[config.mk]
export PLATFORM = sky130hd
export DESIGN_NAME = notch_coeff_apb_regs_flat
export DESIGN_NICKNAME = d
export VERILOG_FILES = /design/src/rtl/notch_coeff_apb_regs_if.sv /design/src/rtl/notch_coeff_apb_regs.sv /design/src/flat_wrapper.sv
export SDC_FILE = /design/constraint.sdc
export NUM_CORES = 1
export LEC_CHECK = 0
export ABC_AREA = 1
export BUFFER_PORTS_ARGS = -buffer_cell sky130_fd_sc_hd__buf_4
export CORE_AREA = 2 2 136 138
export CTS_CLUSTER_SIZE = 10
export DETAILED_ROUTE_END_ITERATION = 7
export DIE_AREA = 0 0 138 140
export HOLD_SLACK_MARGIN = 0.15
export PLACE_DENSITY = 0.82
export REMOVE_ABC_BUFFERS = 1
export SYNTH_ARGS = -nofsm -noshare
export SYNTH_HDL_FRONTEND = slang
export SYNTH_SLANG_ARGS = --single-unit
[constraint.sdc]
create_clock -name CLK -period 2.6 [get_ports CLK]
set_input_delay 0.26 -clock CLK [delete_from_list [all_inputs] [get_ports CLK]]
set_output_delay 0.26 -clock CLK [all_outputs]
set_load 0.01 [all_outputs]
[src/rtl/notch_coeff_apb_regs_if.sv]
// APB slave bus bundle for the notch coefficient register bank.
interface notch_coeff_apb_regs_if #(
  parameter int unsigned ADDR_W = 8
);
  logic              PSEL;
  logic              PENABLE;
  logic              PWRITE;
  logic [ADDR_W-1:0] PADDR;
  logic [31:0]       PWDATA;
  logic [31:0]       PRDATA;
  logic              PREADY;
  logic              PSLVERR;

  modport master (
    output PSEL, PENABLE, PWRITE, PADDR, PWDATA,
    input  PRDATA, PREADY, PSLVERR
  );

  modport slave (
    input  PSEL, PENABLE, PWRITE, PADDR, PWDATA,
    output PRDATA, PREADY, PSLVERR
  );
endinterface

[src/rtl/notch_coeff_apb_regs.sv]
// APB register bank for the IIR notch filter: shadow coefficients committed atomically to the
// active set on a filter sample strobe (or immediately when the filter is disabled).
module notch_coeff_apb_regs #(
  parameter int unsigned width  = 16,
  parameter int unsigned ADDR_W = 8
) (
  input  logic                  CLK,
  input  logic                  rst_n,
  notch_coeff_apb_regs_if.slave apb,
  input  logic                  sample_en,
  output logic [5*width-1:0]    filter_coeff,
  output logic                  filter_en,
  output logic                  bypass
);

  localparam int unsigned WW = ADDR_W - 2;
  localparam logic [WW-1:0] WCtrl   = WW'(0);
  localparam logic [WW-1:0] WShB0   = WW'(1);
  localparam logic [WW-1:0] WShA2   = WW'(5);
  localparam logic [WW-1:0] WStatus = WW'(6);
  localparam logic [WW-1:0] WActB0  = WW'(8);
  localparam logic [WW-1:0] WActA2  = WW'(12);

  // 1.0 in S.(width-2) fixed point.
  localparam logic [width-1:0] CoefOne = {2'b01, {(width - 2){1'b0}}};

  typedef enum logic [0:0] {StIdle, StPending} state_e;

  state_e           state_q;
  logic             en_q;
  logic             byp_q;
  logic [7:0]       cnt_q;
  logic [width-1:0] shadow_q [5];
  logic [width-1:0] active_q [5];

  logic [WW-1:0] word;
  logic [2:0]    idx;
  logic          access, wr;
  logic          sel_ctrl, sel_shadow, sel_status, sel_active, unmapped;
  logic          wr_err, commit_req, commit_fire;
  logic [31:0]   rd_data;
  logic          unused_bits;

  function automatic logic [31:0] sext(input logic [width-1:0] v);
    return {{(32 - width){v[width-1]}}, v};
  endfunction

  assign word   = apb.PADDR[ADDR_W-1:2];
  assign access = apb.PSEL & apb.PENABLE;
  assign wr     = access & apb.PWRITE;

  always_comb begin
    sel_ctrl   = (word == WCtrl);
    sel_status = (word == WStatus);
    sel_shadow = (word >= WShB0) && (word <= WShA2);
    sel_active = (word >= WActB0) && (word <= WActA2);
    unmapped   = !(sel_ctrl || sel_status || sel_shadow || sel_active);
    idx        = '0;
    if (sel_shadow) begin
      idx = 3'(word - WShB0);
    end else if (sel_active) begin
      idx = 3'(word - WActB0);
    end
  end

  // Shadow is frozen while a commit is pending so the set being committed stays consistent.
  assign wr_err      = unmapped | sel_status | sel_active | (sel_shadow & (state_q == StPending));
  assign commit_req  = wr & sel_ctrl & apb.PWDATA[2];
  assign commit_fire = (state_q == StPending) & (sample_en | ~en_q);

  always_comb begin
    rd_data = '0;
    if (sel_ctrl) begin
      rd_data = {30'd0, byp_q, en_q};
    end else if (sel_shadow) begin
      rd_data = sext(shadow_q[idx]);
    end else if (sel_status) begin
      rd_data = {16'd0, cnt_q, 7'd0, state_q == StPending};
    end else if (sel_active) begin
      rd_data = sext(active_q[idx]);
    end
  end

  assign apb.PREADY  = access;
  assign apb.PSLVERR = access & (apb.PWRITE ? wr_err : unmapped);
  assign apb.PRDATA  = (access && !apb.PWRITE) ? rd_data : '0;

  always_ff @(posedge CLK or negedge rst_n) begin
    if (!rst_n) begin
      state_q <= StIdle;
      en_q    <= 1'b0;
      byp_q   <= 1'b1;
      cnt_q   <= '0;
      for (int i = 0; i < 5; i++) begin
        shadow_q[i] <= (i == 0) ? CoefOne : '0;
        active_q[i] <= (i == 0) ? CoefOne : '0;
      end
    end else begin
      if (wr && sel_ctrl) begin
        en_q  <= apb.PWDATA[0];
        byp_q <= apb.PWDATA[1];
      end
      if (wr && sel_shadow && (state_q == StIdle)) begin
        shadow_q[idx] <= apb.PWDATA[width-1:0];
      end
      unique case (state_q)
        StIdle: begin
          if (commit_req) state_q <= StPending;
        end
        StPending: begin
          if (commit_fire) begin
            for (int i = 0; i < 5; i++) active_q[i] <= shadow_q[i];
            cnt_q   <= cnt_q + 8'd1;
            state_q <= commit_req ? StPending : StIdle;
          end
        end
        default: state_q <= StIdle;
      endcase
    end
  end

  assign filter_coeff = {active_q[0], active_q[1], active_q[2], active_q[3], active_q[4]};
  assign filter_en    = en_q;
  assign bypass       = byp_q;

  assign unused_bits = ^{apb.PWDATA[31:width], apb.PADDR[1:0]};

endmodule

[src/flat_wrapper.sv]
// flat-port wrapper written by rule: the top's interface ports become plain ports
module notch_coeff_apb_regs_flat 
#(
  parameter int unsigned width  = 16,
  parameter int unsigned ADDR_W = 8
)
  (CLK, rst_n, sample_en, filter_coeff, filter_en, bypass, apb_PSEL, apb_PENABLE, apb_PWRITE, apb_PADDR, apb_PWDATA, apb_PRDATA, apb_PREADY, apb_PSLVERR);
  notch_coeff_apb_regs_if #(.ADDR_W(ADDR_W)) apb_i ();
  input  logic CLK;
  input  logic rst_n;
  input  logic sample_en;
  output logic [5*width-1:0] filter_coeff;
  output logic filter_en;
  output logic bypass;
  input wire logic [$bits(apb_i.PSEL)-1:0] apb_PSEL;
  input wire logic [$bits(apb_i.PENABLE)-1:0] apb_PENABLE;
  input wire logic [$bits(apb_i.PWRITE)-1:0] apb_PWRITE;
  input wire logic [$bits(apb_i.PADDR)-1:0] apb_PADDR;
  input wire logic [$bits(apb_i.PWDATA)-1:0] apb_PWDATA;
  output wire logic [$bits(apb_i.PRDATA)-1:0] apb_PRDATA;
  output wire logic [$bits(apb_i.PREADY)-1:0] apb_PREADY;
  output wire logic [$bits(apb_i.PSLVERR)-1:0] apb_PSLVERR;
  assign apb_i.PSEL = apb_PSEL;
  assign apb_i.PENABLE = apb_PENABLE;
  assign apb_i.PWRITE = apb_PWRITE;
  assign apb_i.PADDR = apb_PADDR;
  assign apb_i.PWDATA = apb_PWDATA;
  assign apb_PRDATA = apb_i.PRDATA;
  assign apb_PREADY = apb_i.PREADY;
  assign apb_PSLVERR = apb_i.PSLVERR;
  notch_coeff_apb_regs #(.width(width), .ADDR_W(ADDR_W)) u_core (.CLK(CLK), .rst_n(rst_n), .apb(apb_i), .sample_en(sample_en), .filter_coeff(filter_coeff), .filter_en(filter_en), .bypass(bypass));
endmodule
==> run summary, run 1 <==
ROUTE
------------------------------------------------------------------------------------
Vias per inst .........................................................         5.41
Remaining DRCs ........................................................            0
Router iterations before antenna repair ...............................            7
Via count .............................................................         8278
ANT nets after route ..................................................            0
Average detailed-routed wire length per instance ......................      16.7 um
Post-Route WL .........................................................     25500 um
Number of DRC markers in iteration 0 ..................................          904

LOGIC SYNTHESIS
------------------------------------------------------------------------------------
Warnings, synthesis ...................................................            0
Adder-cell share of the synthesized area ..............................      0.00717
Synth area leaders .................................................... sky130_fd_sc_hd__dfrtp_1, sky130_fd_sc_hd__nand2_1, sky130_fd_sc_hd__o21ai_0, sky130_fd_sc_hd__o21ai_1, sky130_fd_sc_hd__inv_1
Number of distinct library cells after synthesis ......................           36
Post-synthesis register bit count .....................................          171
Most numerous cell types in the synthesized netlist ................... sky130_fd_sc_hd__nand2_1, sky130_fd_sc_hd__dfrtp_1, sky130_fd_sc_hd__o21ai_0, sky130_fd_sc_hd__o21ai_1, sky130_fd_sc_hd__inv_1
Primary flip-flop cell chosen by synthesis mapping .................... sky130_fd_sc_hd__dfrtp_1
Xor/xnor cell area share of the yosys netlist .........................      0.00703
EDFF count, synth .....................................................            0
Compound-Gate Fraction of Synth Area ..................................        0.143
Post-synthesis area per instance ......................................     7.76 um2
Simple-gate area share of the yosys netlist ...........................        0.248
Number of instances in the synthesized netlist ........................         1124
Mux cell area share after synthesis ...................................            0
Netlist Area Pre-Place ................................................     8720 um2
Dominant cell type by area after synthesis ............................ sky130_fd_sc_hd__dfrtp_1
Most frequently used cell type in the post-synthesis netlist .......... sky130_fd_sc_hd__nand2_1
Top-area cell type share of the netlist area ..........................        0.482
Proportion of synthesized flip-flops having asynchronous set or reset .         1.00
Sequential fraction of the synthesis area .............................        0.491
Dominant combinational cell family by area after synthesis ............ simple AND/OR/NAND/NOR gates

FINISH
------------------------------------------------------------------------------------
Count of nets after finishing .........................................         1340
Filler cells ..........................................................         1501
Area of all placed cells without fillers ..............................    11100 um2
Fraction of final layout cells with drive strength greater than 1 .....        0.236
Synthesis-to-layout area growth .......................................        27.4%
Inserted Diodes .......................................................            0

SETUP PATH
------------------------------------------------------------------------------------
Kind of start point of the critical path .............................. primary input
CP Data Arrival Time ..................................................      2.26 ns
Reg-to-reg slack, setup ...............................................      0.92 ns
Required @ worst endpoint .............................................      2.34 ns
Crit. End Element ..................................................... primary output
Kind of cell adding the most delay to the critical path ............... buffers and inverters
Reg-to-reg critical path startpoint ................................... u_core.state_q
Critical path type .................................................... primary input to primary output
Depth of the worst register-to-register path ..........................            5
Cell chain of the critical path ....................................... buf_4 > inv_4 > ha_4 > inv_2 > nand2_1 > nand3_2 > nand2_4 > nand2_2 > nand2_2 > nand2_2 > buf_4 > buf_4 > inv_8 > nand3_1 > nand3_1 > nand2_1 > nand2_1 > nand2_2 > inv_4 > clkbuf_16 > buf_4
Cell with the largest stage delay on the worst path ................... sky130_fd_sc_hd__buf_4
Worst path bufs/invs ..................................................            9
Max FO, Critical Path .................................................            8
Maximum single-stage delay on the critical path .......................      0.15 ns
Endpoint of the lowest-slack register-to-register path ................ u_core.filter_coeff[28]

GRT
------------------------------------------------------------------------------------
Vias in the first global route ........................................         7849
Wire length of the first global-routing pass ..........................     39600 um
GRT Residual Overflow .................................................            0
Maximum number of pins on one net before global-route repair ..........           84
Antenna violations before repair ......................................            0
Global routing usage summed across all routing layers .................        0.258

TIMING
------------------------------------------------------------------------------------
Max transition margin .................................................        0.471
Transition at the pin with the smallest max-transition slack ..........     0.793 ns
Total count of max-transition violations in the final report ..........            0
Final clock period utilization by the worst path ......................        0.968
Final number of setup-violating endpoints .............................            0
Post-layout min period ................................................      2.52 ns
Final count of hold timing violations .................................            0
Peak clock frequency supported by timing ..............................      397 MHz
Fin worst setup slack .................................................    0.0823 ns
Maximum clock skew at final layout ....................................   0.00837 ns

CLOCK NETWORK
------------------------------------------------------------------------------------
Cell at the root of the clock tree .................................... sky130_fd_sc_hd__clkbuf_16
H-tree Lvls ...........................................................            4
CTS max path bufs .....................................................            2
Clock slew seen by the registers of the worst setup and hold paths ....      0.06 ns
CTS buffer count ......................................................           17
Clock sink total ......................................................          171
Clock network latency to the later pin of the worst-skew pair .........      0.44 ns
Clock tree from TritonCTS .............................................          yes

MIN PATH
------------------------------------------------------------------------------------
Capture endpoint of the worst hold path ............................... u_core.shadow_q[54]
Min-delay worst type .................................................. primary input to flop
Startpoint of the tightest hold check path ............................ apb_PWDATA[6]
Min-Delay Path Depth ..................................................            3

DIE
------------------------------------------------------------------------------------
Die Y-Extent ..........................................................       140 um
I/O Pins ..............................................................          162
Die X-Extent ..........................................................       138 um
Die Area ..............................................................    19300 um2
Placement row count ...................................................           49
Starting density of the core ..........................................        0.490
Area of the core ......................................................    17800 um2

PLACEMENT
------------------------------------------------------------------------------------
Detailed-placement wirelength estimate ................................     16800 um
Global placement routability congestion ...............................        0.831
Placed cell area ......................................................    10100 um2
Post-Place Worst Slack ................................................   -0.0490 ns
Number of input and output port buffers inserted ......................          143

POWER AND IR DROP
------------------------------------------------------------------------------------
Power density over the cells ..........................................   719 nW/um2
Maximum vdd drop ......................................................       549 uV
Pleak .................................................................   0.00565 uW

RUN STATUS
------------------------------------------------------------------------------------
Outcome ............................................................... finished, final reports clean

FLOW RUN
------------------------------------------------------------------------------------
Max-cap check violation count .........................................            0

-- layout by cell type, fill, tap and decap left out, types with 3 or more instances in the layout --
| cell type | n |
|---|---|
| sky130_fd_sc_hd__o21ai_1 | 103 |
| sky130_fd_sc_hd__nor2_2 | 5 |
| sky130_fd_sc_hd__xnor2_1 | 3 |
| sky130_fd_sc_hd__dfstp_2 | 3 |
| sky130_fd_sc_hd__buf_12 | 11 |
| sky130_fd_sc_hd__inv_2 | 5 |
| sky130_fd_sc_hd__a21oi_1 | 19 |
| sky130_fd_sc_hd__clkinv_1 | 3 |
| sky130_fd_sc_hd__nor2_1 | 67 |
| sky130_fd_sc_hd__a21oi_2 | 4 |
| sky130_fd_sc_hd__nand3_2 | 6 |
| sky130_fd_sc_hd__dfrtp_1 | 168 |
| sky130_fd_sc_hd__clkinvlp_4 | 4 |
| sky130_fd_sc_hd__nand2_2 | 7 |
| sky130_fd_sc_hd__o21ai_2 | 9 |
| sky130_fd_sc_hd__nand2_1 | 367 |
| sky130_fd_sc_hd__nand4_1 | 11 |
| sky130_fd_sc_hd__clkbuf_16 | 19 |
| sky130_fd_sc_hd__xor2_1 | 4 |
| sky130_fd_sc_hd__o21ai_0 | 98 |
| sky130_fd_sc_hd__nand2_4 | 5 |
| sky130_fd_sc_hd__inv_1 | 93 |
| sky130_fd_sc_hd__dlygate4sd3_1 | 7 |
| sky130_fd_sc_hd__inv_4 | 5 |
| sky130_fd_sc_hd__buf_4 | 197 |
| sky130_fd_sc_hd__nand3_1 | 40 |
-- where the power goes --
group	switching, uW	internal [uW]
clock network	1050	1460
logic	1000	901
registers	458	3130
total	2510	5490
-- state kept, by name (all words and copies together) (netlist names) --
name                 flops
u_core.filter_en         1
u_core.filter_coeff     80
u_core.state_q           1
u_core.cnt_q             8
u_core.bypass            1
u_core.shadow_q         80
-- worst register-to-register path: cells and delay by family, from the launching register on --
kind | cells | cell delay (ns)
buf+inv | 3 | 0.79
compound gates | 2 | 0.32
flops | 1 | 0.41
-- layer usage --
metal  vias up  track usage  routed length (um)
met5         -            0                   0
met4         0       0.0983                 673
met3        56       0.0632                2510
met2       445        0.418               12100
met1      3882        0.339               10200
li1       3895            -                   -
-- final cells by class --
type                    instances  area, um2  share of cell area
well taps                     229        287              0.0258
clock inverters                10        118              0.0106
repair buffers                221       1870               0.168
inverters                     108        430              0.0387
clock buffers                  21        460              0.0414
flip-flops and latches        171       4280               0.386
multi-input cells             770       3660               0.329
-- worst max path at each step --
stage                           from  cells past startpoint                      end
finish                  apb_PADDR[2]                     21           apb_PRDATA[18]
global route            apb_PADDR[3]                     21           apb_PRDATA[18]
CTS                     apb_PADDR[3]                     19           apb_PRDATA[21]
detailed placement      apb_PADDR[2]                     19           apb_PRDATA[21]
global placement        apb_PADDR[2]                     17           apb_PRDATA[13]
floorplan           u_core.filter_en                      3  u_core.filter_coeff[10]
-- kinds of logic (layout without fill, tap and decap cells) --
family,count (synthesis),count (layout)
adders and majority gates,5,5
and+or+nand+nor,517,518
buffers and inverters,184,360
DFF,171,171
AOI/OAI and AO/OA,240,240
xor gates and xnor gates,7,7
-- through the flow --
stage / std cells / power [uW] / util / hold slack (ns) / setup TNS (ns)
after global placement: 1476 / 5370 / 0.570 / 0.315 / 0
after floorplan: 1048 / 4370 / - / -0.0356 / -166.99
final: 1530 / 7990 / 0.625 / 0.153 / 0
after global routing: 1530 / 8390 / 0.625 / 0.158 / -0.0507
after CTS: 1516 / 7960 / 0.609 / 0.150 / 0
after detailed placement: 1476 / 5450 / 0.570 / 0.323 / -0.815
-- timing repair --
| item | CTS | global route |
|---|---|---|
| gates cloned | 0 | 3 |
| endpoints found under the setup margin | 26 | 32 |
| buffers inserted | 2 | 11 |
| gates resized for setup | 8 | 37 |
| hold endpoints to repair | 80 | 0 |
| hold buffers | 7 | 0 |
| pin swaps | 1 | 11 |
(Power assumes the default switching activity.)
==> inputs of run 2 (changes only) <==
--- a/config.mk
+++ b/config.mk
@@ -6,7 +6,7 @@
 export NUM_CORES = 1
 export LEC_CHECK = 0
 export ABC_AREA = 1
-export BUFFER_PORTS_ARGS = -buffer_cell sky130_fd_sc_hd__buf_4
+export BUFFER_PORTS_ARGS = -buffer_cell sky130_fd_sc_hd__buf_2
 export CORE_AREA = 2 2 136 138
 export CTS_CLUSTER_SIZE = 10
 export DETAILED_ROUTE_END_ITERATION = 7
==> constraint.sdc (replaced) <==
create_clock -name CLK -period 2.6 [get_ports CLK]
set_input_delay 0.13 -clock CLK [delete_from_list [all_inputs] [get_ports CLK]]
set_output_delay 0.13 -clock CLK [all_outputs]
set_load 0.01 [all_outputs]
==> run summary, run 2 (synthesized netlist as in run 1, its figures left out) <==
RUN STATUS
---------------------------------------------------------------------------------
Outcome ............................................................ finished, final reports clean   unchanged

FINISH
---------------------------------------------------------------------------------
Post-route core utilization ........................................        0.587   was 0.625
Fraction of final layout cells with drive strength greater than 1 ..        0.196   was 0.236
Synthesis-to-layout area growth ....................................        19.7%   was 27.4%
Storage element area ...............................................     4280 um2   unchanged
Inserted Diodes ....................................................            0   unchanged
Top library cells by usage in the layout, fill and taps aside ...... sky130_fd_sc_hd__nand2_1, sky130_fd_sc_hd__dfrtp_1, sky130_fd_sc_hd__buf_2   was sky130_fd_sc_hd__nand2_1, sky130_fd_sc_hd__buf_4, sky130_fd_sc_hd__dfrtp_1
Count of nets after finishing ......................................         1312   was 1340
Filler cells .......................................................         1576   was 1501
Multi-input gate area ..............................................     3590 um2   was 3660 um2
Most common library cell in the layout ignoring fill and taps ...... sky130_fd_sc_hd__nand2_1   unchanged

GRT
---------------------------------------------------------------------------------
Antenna violations before repair ...................................            0   unchanged
Maximum number of pins on one net before global-route repair .......           70   was 84
GRT Residual Overflow ..............................................            0   unchanged
Vias in the first global route .....................................         7784   was 7849
Global routing usage summed across all routing layers ..............        0.255   was 0.258
Wire length of the first global-routing pass .......................     39200 um   was 39600 um

TIMING
---------------------------------------------------------------------------------
Final count of hold timing violations ..............................            0   unchanged
Max transition margin ..............................................        0.564   was 0.471
Transition at the pin with the smallest max-transition slack .......     0.653 ns   was 0.793 ns
Final clock period utilization by the worst path ...................        0.960   was 0.968
Post-layout min period .............................................      2.50 ns   was 2.52 ns
RSZ-0062 raised after global routing ...............................        false
Total count of max-transition violations in the final report .......            0   unchanged
Peak clock frequency supported by timing ...........................      401 MHz   was 397 MHz
Maximum clock skew at final layout .................................   0.00862 ns   was 0.00837 ns
Fin worst setup slack ..............................................     0.104 ns   was 0.0823 ns
Final number of setup-violating endpoints ..........................            0   unchanged

SETUP PATH
---------------------------------------------------------------------------------
Cell with the largest stage delay on the worst path ................ sky130_fd_sc_hd__ha_2   was sky130_fd_sc_hd__buf_4
Reg-to-reg slack, setup ............................................      0.89 ns   was 0.92 ns
Crit. End Element .................................................. primary output   unchanged
Maximum single-stage delay on the critical path ....................      0.24 ns   was 0.15 ns
Max FO, Critical Path ..............................................            8   unchanged
Reg-to-reg critical path startpoint ................................ u_core.filter_en   was u_core.state_q
Critical path type ................................................. primary input to primary output   unchanged
Kind of start point of the critical path ........................... primary input   unchanged
CP Data Arrival Time ...............................................      2.37 ns   was 2.26 ns
Cell chain of the critical path .................................... buf_2 > inv_1 > ha_2 > inv_2 > nor2_1 > nand3_2 > nand3_1 > nand2_4 > nand2_1 > inv_2 > buf_4 > o21ai_0 > nand4_1 > a21oi_2 > buf_2   was buf_4 > inv_4 > ha_4 > inv_2 > nand2_1 > nand3_2 > nand2_4 > nand2_2 > nand2_2 > nand2_2 > buf_4 > buf_4 > inv_8 > nand3_1 > nand3_1 > nand2_1 > nand2_1 > nand2_2 > inv_4 > clkbuf_16 > buf_4
Required @ worst endpoint ..........................................      2.47 ns   was 2.34 ns
Endpoint of the lowest-slack register-to-register path ............. u_core.filter_coeff[1]   was u_core.filter_coeff[28]
Depth of the worst register-to-register path .......................            5   unchanged

POWER AND IR DROP
---------------------------------------------------------------------------------
Power density over the cells .......................................   770 nW/um2   was 719 nW/um2
Pleak ..............................................................   0.00547 uW   was 0.00565 uW
Maximum vdd drop ...................................................       537 uV   was 549 uV

DIE
---------------------------------------------------------------------------------
I/O Pins ...........................................................          162   unchanged
Starting density of the core .......................................        0.490   unchanged
Die Area ...........................................................    19300 um2   unchanged
Placement row count ................................................           49   unchanged
Die Y-Extent .......................................................       140 um   unchanged
Die X-Extent .......................................................       138 um   unchanged
Area of the core ...................................................    17800 um2   unchanged

CLOCK NETWORK
---------------------------------------------------------------------------------
CTS max path bufs ..................................................            2   unchanged
H-tree Lvls ........................................................            4   unchanged
Clock slew seen by the registers of the worst setup and hold paths .      0.06 ns   about the same
CTS buffer count ...................................................           17   unchanged
Clock tree from TritonCTS ..........................................          yes   unchanged
Clock sink total ...................................................          171   unchanged
Clock network latency to the later pin of the worst-skew pair ......      0.44 ns   about the same
Cell at the root of the clock tree ................................. sky130_fd_sc_hd__clkbuf_16   unchanged

MIN PATH
---------------------------------------------------------------------------------
Startpoint of the tightest hold check path .........................    sample_en   was apb_PWDATA[6]
Capture endpoint of the worst hold path ............................ u_core.filter_coeff[35]   was u_core.shadow_q[54]
Min-delay worst type ............................................... primary input to flop   unchanged
Min-Delay Path Depth ...............................................            5   was 3

FLOW RUN
---------------------------------------------------------------------------------
Max-cap check violation count ......................................            0   unchanged

PLACEMENT
---------------------------------------------------------------------------------
Number of input and output port buffers inserted ...................          143   unchanged
Post-Place Worst Slack .............................................   -0.0204 ns   was -0.0490 ns
Detailed-placement wirelength estimate .............................     15800 um   was 16800 um
Global placement routability congestion ............................        0.882   was 0.831

ROUTE
---------------------------------------------------------------------------------
ANT nets after route ...............................................            0   unchanged
Via count ..........................................................         8161   was 8278
Router iterations before antenna repair ............................            7   unchanged
Remaining DRCs .....................................................            0   unchanged
Average detailed-routed wire length per instance ...................      16.5 um   was 16.7 um
Number of DRC markers in iteration 0 ...............................          794   was 904
Vias per inst ......................................................         5.43   was 5.41
Post-Route WL ......................................................     24800 um   was 25500 um

## run 2: cell types whose count changed in the layout (fill, tap and decap cells not counted), sizes merged
cell and change:
clkinvlp -3, clkinv -4, dlygate4sd3 +10, bufinv +3, nor2 +1, buf -37, clkbuf +2
## run 2: worst max path at each step
stage                           from                       to  cells past startpoint
global route            apb_PADDR[2]           apb_PRDATA[13]                     18
global placement        apb_PADDR[2]           apb_PRDATA[24]                     16
finish                  apb_PADDR[2]            apb_PRDATA[1]                     15
floorplan           u_core.filter_en  u_core.filter_coeff[10]                      3
CTS                     apb_PADDR[2]           apb_PRDATA[15]                     16
detailed placement      apb_PADDR[2]           apb_PRDATA[24]                     16
## run 2: critical path, delay by kind of cell
kind | cells | cell delay [ns]
AOI/OAI and AO/OA | 2 | 0.35
adders and majority gates | 1 | 0.24
buffers and inverters | 6 | 0.73
and+or+nand+nor | 6 | 0.92
## run 2: what timing repair did
action | 4_1_cts | 5_1_grt
resized for setup | 1 | 14
endpoints found under the hold margin | 149 | 0
setup buffers | 0 | 4
setup endpoints to repair | 16 | 31
hold buffers | 17 | 0
cloned | 0 | 2
pin swaps | 0 | 3
## run 2: area by class of cell
class,count,area share
clock inverters,6,0.0151
clock buffers,25,0.0475
multi-input cells,771,0.344
well taps,229,0.0275
inverters,108,0.0396
repair buffers,192,0.116
flip-flops and latches,171,0.410
## run 2: metal layers
metal,wire length (um),GRT usage
met5,0,0
met4,736,0.130
met3,2360,0.0574
met2,11600,0.406
met1,10100,0.329
## run 2: power by group
| part | internal [uW] | switching, uW | total [uW] |
|---|---|---|---|
| Sequential | 3130 | 414 | 3540 |
| Combinational | 669 | 1010 | 1680 |
| Clock | 1800 | 1010 | 2810 |
## run 2: metrics by stage
step                      std cells  hold WS (ns)  cell area [um2]  power [uW]  setup TNS (ns)
after floorplan                1048        -0.166             8220        4370         -162.83
after global placement         1448         0.177             9510        5120               0
after detailed placement       1448         0.179             9510        5190          -0.309
after CTS                      1496         0.155            10300        8030               0
after global routing           1502         0.202            10400        8420               0
final                          1502         0.162            10400        8030               0
==> inputs of run 3 (changes only) <==
--- a/config.mk
+++ b/config.mk
@@ -11,7 +11,7 @@
 export CTS_CLUSTER_SIZE = 10
 export DETAILED_ROUTE_END_ITERATION = 7
 export DIE_AREA = 0 0 138 140
-export HOLD_SLACK_MARGIN = 0.15
+export HOLD_SLACK_MARGIN = 0.1
 export PLACE_DENSITY = 0.82
 export REMOVE_ABC_BUFFERS = 1
 export SYNTH_ARGS = -nofsm -noshare
==> constraint.sdc (replaced) <==
create_clock -name CLK -period 3.2 [get_ports CLK]
set_input_delay 0.16 -clock CLK [delete_from_list [all_inputs] [get_ports CLK]]
set_output_delay 0.16 -clock CLK [all_outputs]
set_load 0.01 [all_outputs]
==> run summary, run 3 (synthesized netlist as in run 1, its figures left out) <==
RUN STATUS
---------------------------------------------------------------------------------
Outcome ............................................................ finished, final reports clean   unchanged

ROUTE
---------------------------------------------------------------------------------
ANT nets after route ...............................................            0   unchanged
Post-Route WL ......................................................     23500 um   was 24800 um
Vias per inst ......................................................         5.35   was 5.43
Via count ..........................................................         7963   was 8161
Average detailed-routed wire length per instance ...................      15.8 um   was 16.5 um
Remaining DRCs .....................................................            0   unchanged
Router iterations before antenna repair ............................            5   was 7
Number of DRC markers in iteration 0 ...............................          689   was 794

TIMING
---------------------------------------------------------------------------------
Hold Slack .........................................................     0.231 ns   was 0.162 ns
Final count of hold timing violations ..............................            0   unchanged
Maximum clock skew at final layout .................................   0.00471 ns   was 0.00862 ns
Fin worst setup slack ..............................................     0.317 ns   was 0.104 ns
Transition at the pin with the smallest max-transition slack .......     0.683 ns   was 0.653 ns
Final clock period utilization by the worst path ...................        0.901
Post-layout min period .............................................      2.88 ns
Max transition margin ..............................................        0.545   was 0.564
Final number of setup-violating endpoints ..........................            0   unchanged
RSZ-0062 raised after global routing ...............................        false   unchanged
Setup TNS Final ....................................................         0 ns   unchanged
Total count of max-transition violations in the final report .......            0   unchanged
Peak clock frequency supported by timing ...........................      347 MHz

SETUP PATH
---------------------------------------------------------------------------------
Crit. End Element .................................................. primary output   unchanged
Required @ worst endpoint ..........................................      3.04 ns   was 2.47 ns
Kind of cell adding the most delay to the critical path ............ simple AND/OR/NAND/NOR gates   unchanged
Max FO, Critical Path ..............................................           39   was 8
Maximum single-stage delay on the critical path ....................      0.31 ns   was 0.24 ns
CP Data Arrival Time ...............................................      2.72 ns   was 2.37 ns
Worst setup path start ............................................. apb_PADDR[2]   unchanged
Worst path bufs/invs ...............................................            5   was 6
Cell with the largest stage delay on the worst path ................ sky130_fd_sc_hd__nor2_8   was sky130_fd_sc_hd__ha_2
Reg-to-reg critical path startpoint ................................ u_core.filter_en   unchanged
Most frequent cell on the critical path ............................ sky130_fd_sc_hd__nand2_1
Cell chain of the critical path .................................... buf_2 > inv_1 > ha_1 > inv_2 > nor2_1 > nand3_2 > nand3_4 > nand2_8 > nor2_8 > nand2_1 > a21oi_1 > nand3_1 > nand2_1 > nand2_1 > inv_1 > buf_2   was buf_2 > inv_1 > ha_2 > inv_2 > nor2_1 > nand3_2 > nand3_1 > nand2_4 > nand2_1 > inv_2 > buf_4 > o21ai_0 > nand4_1 > a21oi_2 > buf_2
Critical path type ................................................. primary input to primary output   unchanged
Kind of start point of the critical path ........................... primary input   unchanged

DIE
---------------------------------------------------------------------------------
Area of the core ...................................................    17800 um2   unchanged
Starting density of the core .......................................        0.490   unchanged
Die X-Extent .......................................................       138 um   unchanged
Placement row count ................................................           49   unchanged
I/O Pins ...........................................................          162   unchanged
Die Y-Extent .......................................................       140 um   unchanged
Die Area ...........................................................    19300 um2   unchanged

PLACEMENT
---------------------------------------------------------------------------------
Placed cell count ..................................................         1441   was 1448
Number of input and output port buffers inserted ...................          143   unchanged
Detailed-placement wirelength estimate .............................     15300 um   was 15800 um
Global placement routability congestion ............................        0.837   was 0.882
Post-Place Worst Slack .............................................     0.351 ns   was -0.0204 ns

CLOCK NETWORK
---------------------------------------------------------------------------------
Post-CTS Resized ...................................................            0   was 1
H-tree Lvls ........................................................            4   unchanged
Clock sink total ...................................................          171   unchanged
Cell at the root of the clock tree ................................. sky130_fd_sc_hd__clkbuf_16   unchanged
Clock network latency to the later pin of the worst-skew pair ......      0.43 ns   was 0.44 ns
Clock slew seen by the registers of the worst setup and hold paths .      0.06 ns   about the same
Setup fix buffers added after clock tree synthesis .................            0   unchanged
Clock tree from TritonCTS ..........................................          yes   unchanged
CTS max path bufs ..................................................            2   unchanged
CTS buffer count ...................................................           17   unchanged

FINISH
---------------------------------------------------------------------------------
Top library cells by usage in the layout, fill and taps aside ...... sky130_fd_sc_hd__nand2_1, sky130_fd_sc_hd__dfrtp_1, sky130_fd_sc_hd__buf_2   unchanged
Inserted Diodes ....................................................            0   unchanged
Synthesis-to-layout area growth ....................................        16.9%   was 19.7%
Final non-filler cell total ........................................         1488   was 1502
Fraction of final layout cells with drive strength greater than 1 ..        0.184   was 0.196
Count of nets after finishing ......................................         1299   was 1312
Filler cells .......................................................         1611   was 1576
Most common library cell in the layout ignoring fill and taps ...... sky130_fd_sc_hd__nand2_1   unchanged

GRT
---------------------------------------------------------------------------------
Vias in the first global route .....................................         7394   was 7784
Antenna violations before repair ...................................            0   unchanged
Maximum number of pins on one net before global-route repair .......           79   was 70
Wire length of the first global-routing pass .......................     37800 um   was 39200 um
GRT Residual Overflow ..............................................            0   unchanged
Global routing usage summed across all routing layers ..............        0.246   was 0.255

POWER AND IR DROP
---------------------------------------------------------------------------------
Power density over the cells .......................................   606 nW/um2   was 770 nW/um2
Maximum vdd drop ...................................................       436 uV   was 537 uV
Pleak ..............................................................   0.00535 uW   was 0.00547 uW
Post-route total power .............................................      6180 uW   was 8030 uW

MIN PATH
---------------------------------------------------------------------------------
Min-delay worst type ............................................... primary input to async pin   was primary input to flop

FLOW RUN
---------------------------------------------------------------------------------
Max-cap check violation count ......................................            0   unchanged

[run 3: cell type report]
type                       count  area (um2)  share of cell area
tap                          229         287              0.0281
multi-input combinational    769        3540               0.348
sequential                   171        4280               0.420
clock buffer                  22         464              0.0455
timing repair buffer         181        1110               0.109
inverter                     108         405              0.0398
clock inverter                 8        95.1             0.00933
[run 3: final timing paths]
path                                      endpoint  slack, ns  depth (start not counted)
setup / recovery                    apb_PRDATA[30]       0.32                         16
hold / removal                 u_core.shadow_q[36]       0.23                          2
setup reg to reg                   u_core.cnt_q[7]       1.11                          7
hold reg to reg                    u_core.cnt_q[7]       0.47                          1
max in group asynchronous  u_core.filter_coeff[73]       2.04                          3
min in group CLK                     u_core.bypass       0.28                          5
[run 3: per-stage QoR]
| stage | instance area [um2] | utilization |
|---|---|---|
| finish | 10200 | 0.573 |
| global route | 10200 | 0.573 |
| CTS | 10200 | 0.573 |
| detailed placement | 9460 | 0.532 |
| global placement | 9460 | 0.532 |
| floorplan | 8220 | - |
[run 3: worst reg2reg max path: stages (launching register included)]
cell and delay, ns:
sky130_fd_sc_hd__dfrtp_1 0.45, sky130_fd_sc_hd__a21oi_4 0.19, sky130_fd_sc_hd__buf_4 0.55, sky130_fd_sc_hd__nand4_1 0.29, sky130_fd_sc_hd__inv_1 0.14, sky130_fd_sc_hd__nand4_1 0.10
sky130_fd_sc_hd__nor2_1 0.15, sky130_fd_sc_hd__xor2_1 0.16
[run 3: repair_timing]
| action | CTS | global route |
|---|---|---|
| setup endpoints to repair | 0 | 0 |
| hold endpoints to repair | 124 | 0 |
| hold buffers | 17 | 0 |
[run 3: metal layers]
metal	GRT usage	part of all wire	up-vias
met3	0.0520	0.084	47
met5	0	0	-
met2	0.401	0.47	398
li1	-	-	3805
met4	0.0988	0.029	0
met1	0.322	0.41	3713
[run 3: where the power goes]
part	internal (uW)	leakage (uW)	switching, uW
logic	528	0.00281	798
clock network	1170	0.000272	808
registers	2540	0.00227	326
